## src/rtl/sram_read_streamer_if.sv

```systemverilog
// Burst command, SRAM read port and output stream bundle for sram_read_streamer.
// master = streamer side, slave = command source / SRAM / stream consumer side.
interface sram_read_streamer_if #(
  parameter int DATA_WIDTH = 32,
  parameter int ADDR_WIDTH = 5,
  parameter int LEN_WIDTH  = ADDR_WIDTH + 1
);
  logic                  cmd_valid;
  logic                  cmd_ready;
  logic [ADDR_WIDTH-1:0] cmd_base;
  logic [LEN_WIDTH-1:0]  cmd_len;

  logic                  sram_cs_n;
  logic                  sram_we_n;
  logic                  sram_re_n;
  logic [ADDR_WIDTH-1:0] sram_addr;
  logic [DATA_WIDTH-1:0] sram_data_out;

  logic                  out_valid;
  logic                  out_ready;
  logic [DATA_WIDTH-1:0] out_data;
  logic                  out_last;

  modport master (
    input  cmd_valid, cmd_base, cmd_len, sram_data_out, out_ready,
    output cmd_ready, sram_cs_n, sram_we_n, sram_re_n, sram_addr,
           out_valid, out_data, out_last
  );

  modport slave (
    output cmd_valid, cmd_base, cmd_len, sram_data_out, out_ready,
    input  cmd_ready, sram_cs_n, sram_we_n, sram_re_n, sram_addr,
           out_valid, out_data, out_last
  );
endinterface

```

## src/rtl/sram_read_streamer.sv

```systemverilog
// Burst reader: one SRAM read per cycle, 2-word credit window, valid/ready output stream.
// Defining STREAMER_PERF_EN adds the stall_cycles counter and issue_stall flag.
module sram_read_streamer #(
  parameter int DATA_WIDTH = 32,
  parameter int DEPTH      = 32,
  parameter int ADDR_WIDTH = $clog2(DEPTH),
  parameter int LEN_WIDTH  = ADDR_WIDTH + 1
) (
  input  logic                 clock,
  input  logic                 reset,
  sram_read_streamer_if.master bus,
  output logic                 busy,
  output logic                 done
`ifdef STREAMER_PERF_EN
  ,
  output logic [31:0]          stall_cycles,
  output logic                 issue_stall
`endif
);

  typedef enum logic [1:0] {ST_IDLE, ST_STREAM, ST_DRAIN, ST_DONE} state_t;

  state_t                state, state_nxt;
  logic [ADDR_WIDTH-1:0] addr_q;
  logic [LEN_WIDTH-1:0]  len_q;
  logic [LEN_WIDTH-1:0]  idx_q;
  logic                  inflight_q;
  logic                  inflight_last_q;
  logic [DATA_WIDTH-1:0] fifo_dat [2];
  logic [1:0]            fifo_last;
  logic [1:0]            count_q;
  logic                  wr_ptr;
  logic                  rd_ptr;

  logic       cmd_acc;
  logic [1:0] occ;
  logic       credit_ok;
  logic       issue;
  logic       issue_last;
  logic       head_vld;
  logic       out_vld;
  logic       pop;
  logic       fifo_pop;
  logic       push;
  logic       drain_empty;

  // Words buffered plus the one read in flight never exceed the two FIFO slots.
  assign cmd_acc     = (state == ST_IDLE) && bus.cmd_valid;
  assign occ         = count_q + {1'b0, inflight_q};
  assign credit_ok   = (occ < 2'd2);
  assign issue       = (state == ST_STREAM) && credit_ok;
  assign issue_last  = (idx_q == len_q - LEN_WIDTH'(1));
  assign head_vld    = (count_q != 2'd0);
  assign out_vld     = head_vld || inflight_q;
  assign pop         = out_vld && bus.out_ready;
  assign fifo_pop    = pop && head_vld;
  assign push        = inflight_q && !(pop && !head_vld);
  assign drain_empty = (occ == 2'd0) || ((occ == 2'd1) && pop);

  always_ff @(posedge clock) begin
    if (reset) begin
      state <= ST_IDLE;
    end else begin
      state <= state_nxt;
    end
  end

  always_comb begin
    state_nxt = state;
    unique case (state)
      ST_IDLE:   if (cmd_acc) state_nxt = (bus.cmd_len == '0) ? ST_DONE : ST_STREAM;
      ST_STREAM: if (issue && issue_last) state_nxt = ST_DRAIN;
      ST_DRAIN:  if (drain_empty) state_nxt = ST_DONE;
      ST_DONE:   state_nxt = ST_IDLE;
      default:   state_nxt = ST_IDLE;
    endcase
  end

  always_comb begin
    bus.cmd_ready = (state == ST_IDLE);
    busy          = (state == ST_STREAM) || (state == ST_DRAIN);
    done          = (state == ST_DONE);
    bus.sram_cs_n = !issue;
    bus.sram_re_n = !issue;
    bus.sram_we_n = 1'b1;
    bus.sram_addr = addr_q;
  end

  // The in-flight word is presented straight from the macro so the first word
  // is visible the cycle after issue; it lands in the FIFO only if not taken.
  always_comb begin
    bus.out_valid = out_vld;
    bus.out_data  = '0;
    bus.out_last  = 1'b0;
    if (head_vld) begin
      bus.out_data = fifo_dat[rd_ptr];
      bus.out_last = fifo_last[rd_ptr];
    end else if (inflight_q) begin
      bus.out_data = bus.sram_data_out;
      bus.out_last = inflight_last_q;
    end
  end

  always_ff @(posedge clock) begin
    if (reset) begin
      addr_q          <= '0;
      len_q           <= '0;
      idx_q           <= '0;
      inflight_q      <= 1'b0;
      inflight_last_q <= 1'b0;
      fifo_last       <= '0;
      count_q         <= '0;
      wr_ptr          <= 1'b0;
      rd_ptr          <= 1'b0;
      for (int i = 0; i < 2; i++) fifo_dat[i] <= '0;
    end else begin
      if (cmd_acc) begin
        addr_q <= bus.cmd_base;
        len_q  <= bus.cmd_len;
        idx_q  <= '0;
      end else if (issue) begin
        // Explicit wrap so non-power-of-2 depths return to address 0.
        addr_q <= (addr_q == ADDR_WIDTH'(DEPTH - 1)) ? '0 : addr_q + ADDR_WIDTH'(1);
        idx_q  <= idx_q + LEN_WIDTH'(1);
      end
      inflight_q      <= issue;
      inflight_last_q <= issue && issue_last;
      if (push) begin
        fifo_dat[wr_ptr]  <= bus.sram_data_out;
        fifo_last[wr_ptr] <= inflight_last_q;
        wr_ptr            <= ~wr_ptr;
      end
      if (fifo_pop) rd_ptr <= ~rd_ptr;
      unique case ({push, fifo_pop})
        2'b10:   count_q <= count_q + 2'd1;
        2'b01:   count_q <= count_q - 2'd1;
        default: count_q <= count_q;
      endcase
    end
  end

`ifdef STREAMER_PERF_EN
  always_ff @(posedge clock) begin
    if (reset || cmd_acc) begin
      stall_cycles <= '0;
    end else if (out_vld && !bus.out_ready && (stall_cycles != '1)) begin
      stall_cycles <= stall_cycles + 32'd1;
    end
  end

  assign issue_stall = (state == ST_STREAM) && !credit_ok;
`endif

endmodule

```

## src/flat_wrapper.sv

```systemverilog
// flat-port wrapper written by rule: the top's interface ports become plain ports
module sram_read_streamer_flat 
#(
  parameter int DATA_WIDTH = 32,
  parameter int DEPTH      = 32,
  parameter int ADDR_WIDTH = $clog2(DEPTH),
  parameter int LEN_WIDTH  = ADDR_WIDTH + 1
)
  (clock, reset, busy, done, bus_cmd_valid, bus_cmd_base, bus_cmd_len, bus_sram_data_out, bus_out_ready, bus_cmd_ready, bus_sram_cs_n, bus_sram_we_n, bus_sram_re_n, bus_sram_addr, bus_out_valid, bus_out_data, bus_out_last);
  sram_read_streamer_if #(.DATA_WIDTH(DATA_WIDTH), .ADDR_WIDTH(ADDR_WIDTH), .LEN_WIDTH(LEN_WIDTH)) bus_i ();
  input  logic clock;
  input  logic reset;
  output logic busy;
  output logic done;
  input wire logic [$bits(bus_i.cmd_valid)-1:0] bus_cmd_valid;
  input wire logic [$bits(bus_i.cmd_base)-1:0] bus_cmd_base;
  input wire logic [$bits(bus_i.cmd_len)-1:0] bus_cmd_len;
  input wire logic [$bits(bus_i.sram_data_out)-1:0] bus_sram_data_out;
  input wire logic [$bits(bus_i.out_ready)-1:0] bus_out_ready;
  output wire logic [$bits(bus_i.cmd_ready)-1:0] bus_cmd_ready;
  output wire logic [$bits(bus_i.sram_cs_n)-1:0] bus_sram_cs_n;
  output wire logic [$bits(bus_i.sram_we_n)-1:0] bus_sram_we_n;
  output wire logic [$bits(bus_i.sram_re_n)-1:0] bus_sram_re_n;
  output wire logic [$bits(bus_i.sram_addr)-1:0] bus_sram_addr;
  output wire logic [$bits(bus_i.out_valid)-1:0] bus_out_valid;
  output wire logic [$bits(bus_i.out_data)-1:0] bus_out_data;
  output wire logic [$bits(bus_i.out_last)-1:0] bus_out_last;
  assign bus_i.cmd_valid = bus_cmd_valid;
  assign bus_i.cmd_base = bus_cmd_base;
  assign bus_i.cmd_len = bus_cmd_len;
  assign bus_i.sram_data_out = bus_sram_data_out;
  assign bus_i.out_ready = bus_out_ready;
  assign bus_cmd_ready = bus_i.cmd_ready;
  assign bus_sram_cs_n = bus_i.sram_cs_n;
  assign bus_sram_we_n = bus_i.sram_we_n;
  assign bus_sram_re_n = bus_i.sram_re_n;
  assign bus_sram_addr = bus_i.sram_addr;
  assign bus_out_valid = bus_i.out_valid;
  assign bus_out_data = bus_i.out_data;
  assign bus_out_last = bus_i.out_last;
  sram_read_streamer #(.DATA_WIDTH(DATA_WIDTH), .DEPTH(DEPTH), .ADDR_WIDTH(ADDR_WIDTH), .LEN_WIDTH(LEN_WIDTH)) u_core (.clock(clock), .reset(reset), .bus(bus_i), .busy(busy), .done(done));
endmodule
```

## config.mk

```make
export PLATFORM = sky130hd
export DESIGN_NAME = sram_read_streamer_flat
export DESIGN_NICKNAME = d
export VERILOG_FILES = /design/src/rtl/sram_read_streamer_if.sv /design/src/rtl/sram_read_streamer.sv /design/src/flat_wrapper.sv
export SDC_FILE = /design/constraint.sdc
export NUM_CORES = 1
export LEC_CHECK = 0
export BUFFER_PORTS_ARGS = -buffer_cell sky130_fd_sc_hd__buf_4
export CORE_MARGIN = 8
export CORE_UTILIZATION = 40
export DETAILED_ROUTE_END_ITERATION = 10
export SYNTH_ARGS = -nofsm -noshare
export SYNTH_HDL_FRONTEND = slang
export SYNTH_SLANG_ARGS = --single-unit
export TNS_END_PERCENT = 50
```

## constraint.sdc

```tcl
create_clock -name clock -period 4.9 [get_ports clock]
set_clock_uncertainty 0.15 [all_clocks]
set_input_delay 0.245 -clock clock [delete_from_list [all_inputs] [get_ports clock]]
set_output_delay 0.245 -clock clock [all_outputs]
set_load 0.01 [all_outputs]
```

==> flow_metrics.tcl <==
set metrics [dict create \
    synth_area_leaders "edfxtp_1, dfxtp_1, and2_1" \
    critPathCaptureType "register" \
    fmax_mhz 382 \
    worstPathArrival_ns 2.66 \
    antenna_found_initial 0 \
    vias 3374 \
    synth_area_um2 4610 \
    synth_seq_cells 92 \
    clkSinkCount 92 \
    synth.avg_cell_area_um2 10.6 \
    yosys.cell_count.top_type "and2_1" \
    required_ns 4.94 \
    status "complete, no violations" \
    fillers 1065 \
    timing.critical_path.fanout_max 37 \
    fin_crit_ns 2.62 \
    synthAdderAreaFrac 0.0271 \
    routabilityCongestion 0.736 \
    postCtsSetupBuffers 0 \
    coreArea_um2 11300 \
    grt_usage 0.139 \
    setup_viol 0 \
    final_hold_viol_count 0 \
    clockBufferDepth 2 \
    finalInstanceArea_um2 5690 \
    swShare 0.322 \
    port_buffers 90 \
    ant_nets 0 \
    antenna_cells 0 \
    grt_overflow 0 \
    placed_area_um2 5410 \
    die_x_um 123 \
    p_seq_frac 0.413 \
    tns_ns 0 \
    rsz0062_at_grt "no" \
    firstDrtPassIters 4 \
    synth_top_family_by_area "simple AND/OR/NAND/NOR gates" \
    min_path_type "in -> reg" \
    layout.nets 568 \
    die_y_um 123 \
    drc 0 \
    report.final.slew_viol_count 0 \
    grt_pass1_vias 3399 \
    hold_buffers 0 \
    synth_compound_area_frac 0.0869 \
    synthArstFlopShare 0 \
    finalCritPeriodShare 0.534 \
    start_util 0.407 \
    cts.repair.resized 0 \
    yosysWarnings 0 \
    p_int_mw 1.64 \
    dp_hpwl_um 7000 \
    ys.flop_type "edfxtp_1" \
    synth_common_cells "and2_1, edfxtp_1, o21ai_0" \
    drt_iter0_drc 184 \
    synth_xor_area_frac 0.0304 \
    grt_start_max_net_pins 68 \
    grt_pass1_wl_um 16800 \
    yosysTopAreaCellShare 0.417 \
    p_per_area_nw_per_um2 426 \
    synth.distinct_cells 44 \
    clk_pin_slew_ns 0.06 \
    synth_edf_count 64 \
    io_pins 92 \
    root_buffer "clkbuf_16" \
    seq_area_frac_synth 0.539 \
    pwr-share-clk 0.277 \
    path_class "reg -> reg" \
    cap_violations 0 \
    final_layout_size_suffix_gt1_frac 0.231 \
    routed_wl_um 10700 \
    power_switching_mw 0.781 \
    startpoint_type "register" \
    synthSimpleGateAreaFrac 0.209 \
    row_count 39 \
    worst_pin_slew_ns 1.18 \
    power_frac_comb 0.309 \
    syn-instance-count 435 \
    cts_buffers 9 \
    fp.dieArea_um2 15200 \
    htree_levels 3 \
    areaGrowthSynthToFinish_pct 23.5 \
    cts_tree "built" \
    drt-wirelength-per-cell_um 16.2 \
    ir_drop_v 0.000225 \
    synthMuxAreaShare 0.0741 \
    synth_top_area_cell "edfxtp_1" \
    syn-num-nets 492 \
    via_per_inst 5.12 \
    slew_headroom 0.212 \
    power_leakage_nw 2.22 \
    worst_skew_pair.late_latency_ns 0.33 \
]
[critical path: stages (launching register included)]
cell and delay [ns]:
dfxtp_1 0.31, buf_4 0.37, a21boi_2 0.28, inv_1 0.16, nor3b_4 0.95, and2_1 0.25
[metrics by stage]
step	utilization	setup WS (ns)	power [mW]	cells	hold WS, ns
after floorplan	-	1.88	1.46	435	0.231
after global placement	0.478	2.30	1.76	643	0.308
after detailed placement	0.478	2.23	1.78	643	0.315
after CTS	0.503	2.23	2.45	659	0.00993
after global routing	0.503	2.06	2.55	659	0.0293
final	0.503	2.28	2.42	659	0.0146
[sequential cells by signal, indices dropped and copies added, names as in the netlist, named ones only]
signal,count
u_core.state,2
u_core.fifo_last,2
u_core.bus.sram_addr,5
u_core.count_q,2
u_core.idx_q,6
u_core.inflight_last_q,1
u_core.len_q,6
u_core.rd_ptr,1
u_core.fifo_dat,64
u_core.inflight_q,1
u_core.wr_ptr,1
[final cells by class]
type	instances	area (um2)	share of cell area
sequential	92	2480	0.436
multi-input combinational	305	2010	0.352
timing repair buffer	93	698	0.123
clock buffer	10	229	0.0402
tap	143	179	0.0314
clock inverter	6	55.1	0.00967
inverter	10	40.0	0.00704
[power groups by stage]
stage,clock (mW),sequential [mW],combinational [mW]
floorplan,0,0.979,0.483
global placement,0,1.01,0.749
global route,0.713,1.01,0.826
detailed placement,0,1.02,0.760
finish,0.672,1.00,0.750
CTS,0.685,1.00,0.761
[final timing paths]
kind                     start                endpoint  slack (ns)  cells after the start
max          u_core.inflight_q  u_core.fifo_dat[1][20]        2.28                      5
min             bus_cmd_len[1]         u_core.len_q[1]        0.01                      3
max reg2reg  u_core.inflight_q  u_core.fifo_dat[1][20]        2.28                      5
min reg2reg    u_core.len_q[5]         u_core.len_q[5]        0.32                      2
[placed cells by master, fill, tap and decap left out, drive strengths merged, types with 2 or more instances in the layout]
cell type / n
nor3: 9
a21oi: 12
ha: 10
o211a: 2
and3: 3
nand3: 36
a311oi: 3
a211oi: 3
mux2i: 33
or3: 3
o21ai: 38
nor2: 23
clkinv: 5
edfxtp: 64
nand2b: 5
xor2: 7
buf: 93
inv: 10
and2: 65
xnor2: 9
a21o: 2
nand4: 2
dfxtp: 28
nand2: 24
clkbuf: 10
nor2b: 3
[routing by layer]
metal	part of all wire	track usage
met1	0.45	0.168
met2	0.47	0.236
met3	0.068	0.0342
met4	0.012	0.0519
met5	0	0
[kinds of logic (layout without fill, tap and decap cells)]
family / after synthesis / after routing
muxes: 34 / 34
xor gates and xnor gates: 16 / 16
adders and majority gates: 10 / 10
buffers and inverters: 38 / 119
other: 1 / 1
AOI/OAI and AO/OA: 66 / 66
and+or+nand+nor: 178 / 178
DFF: 92 / 92
Note: power is estimated with default switching activity, not from simulation.
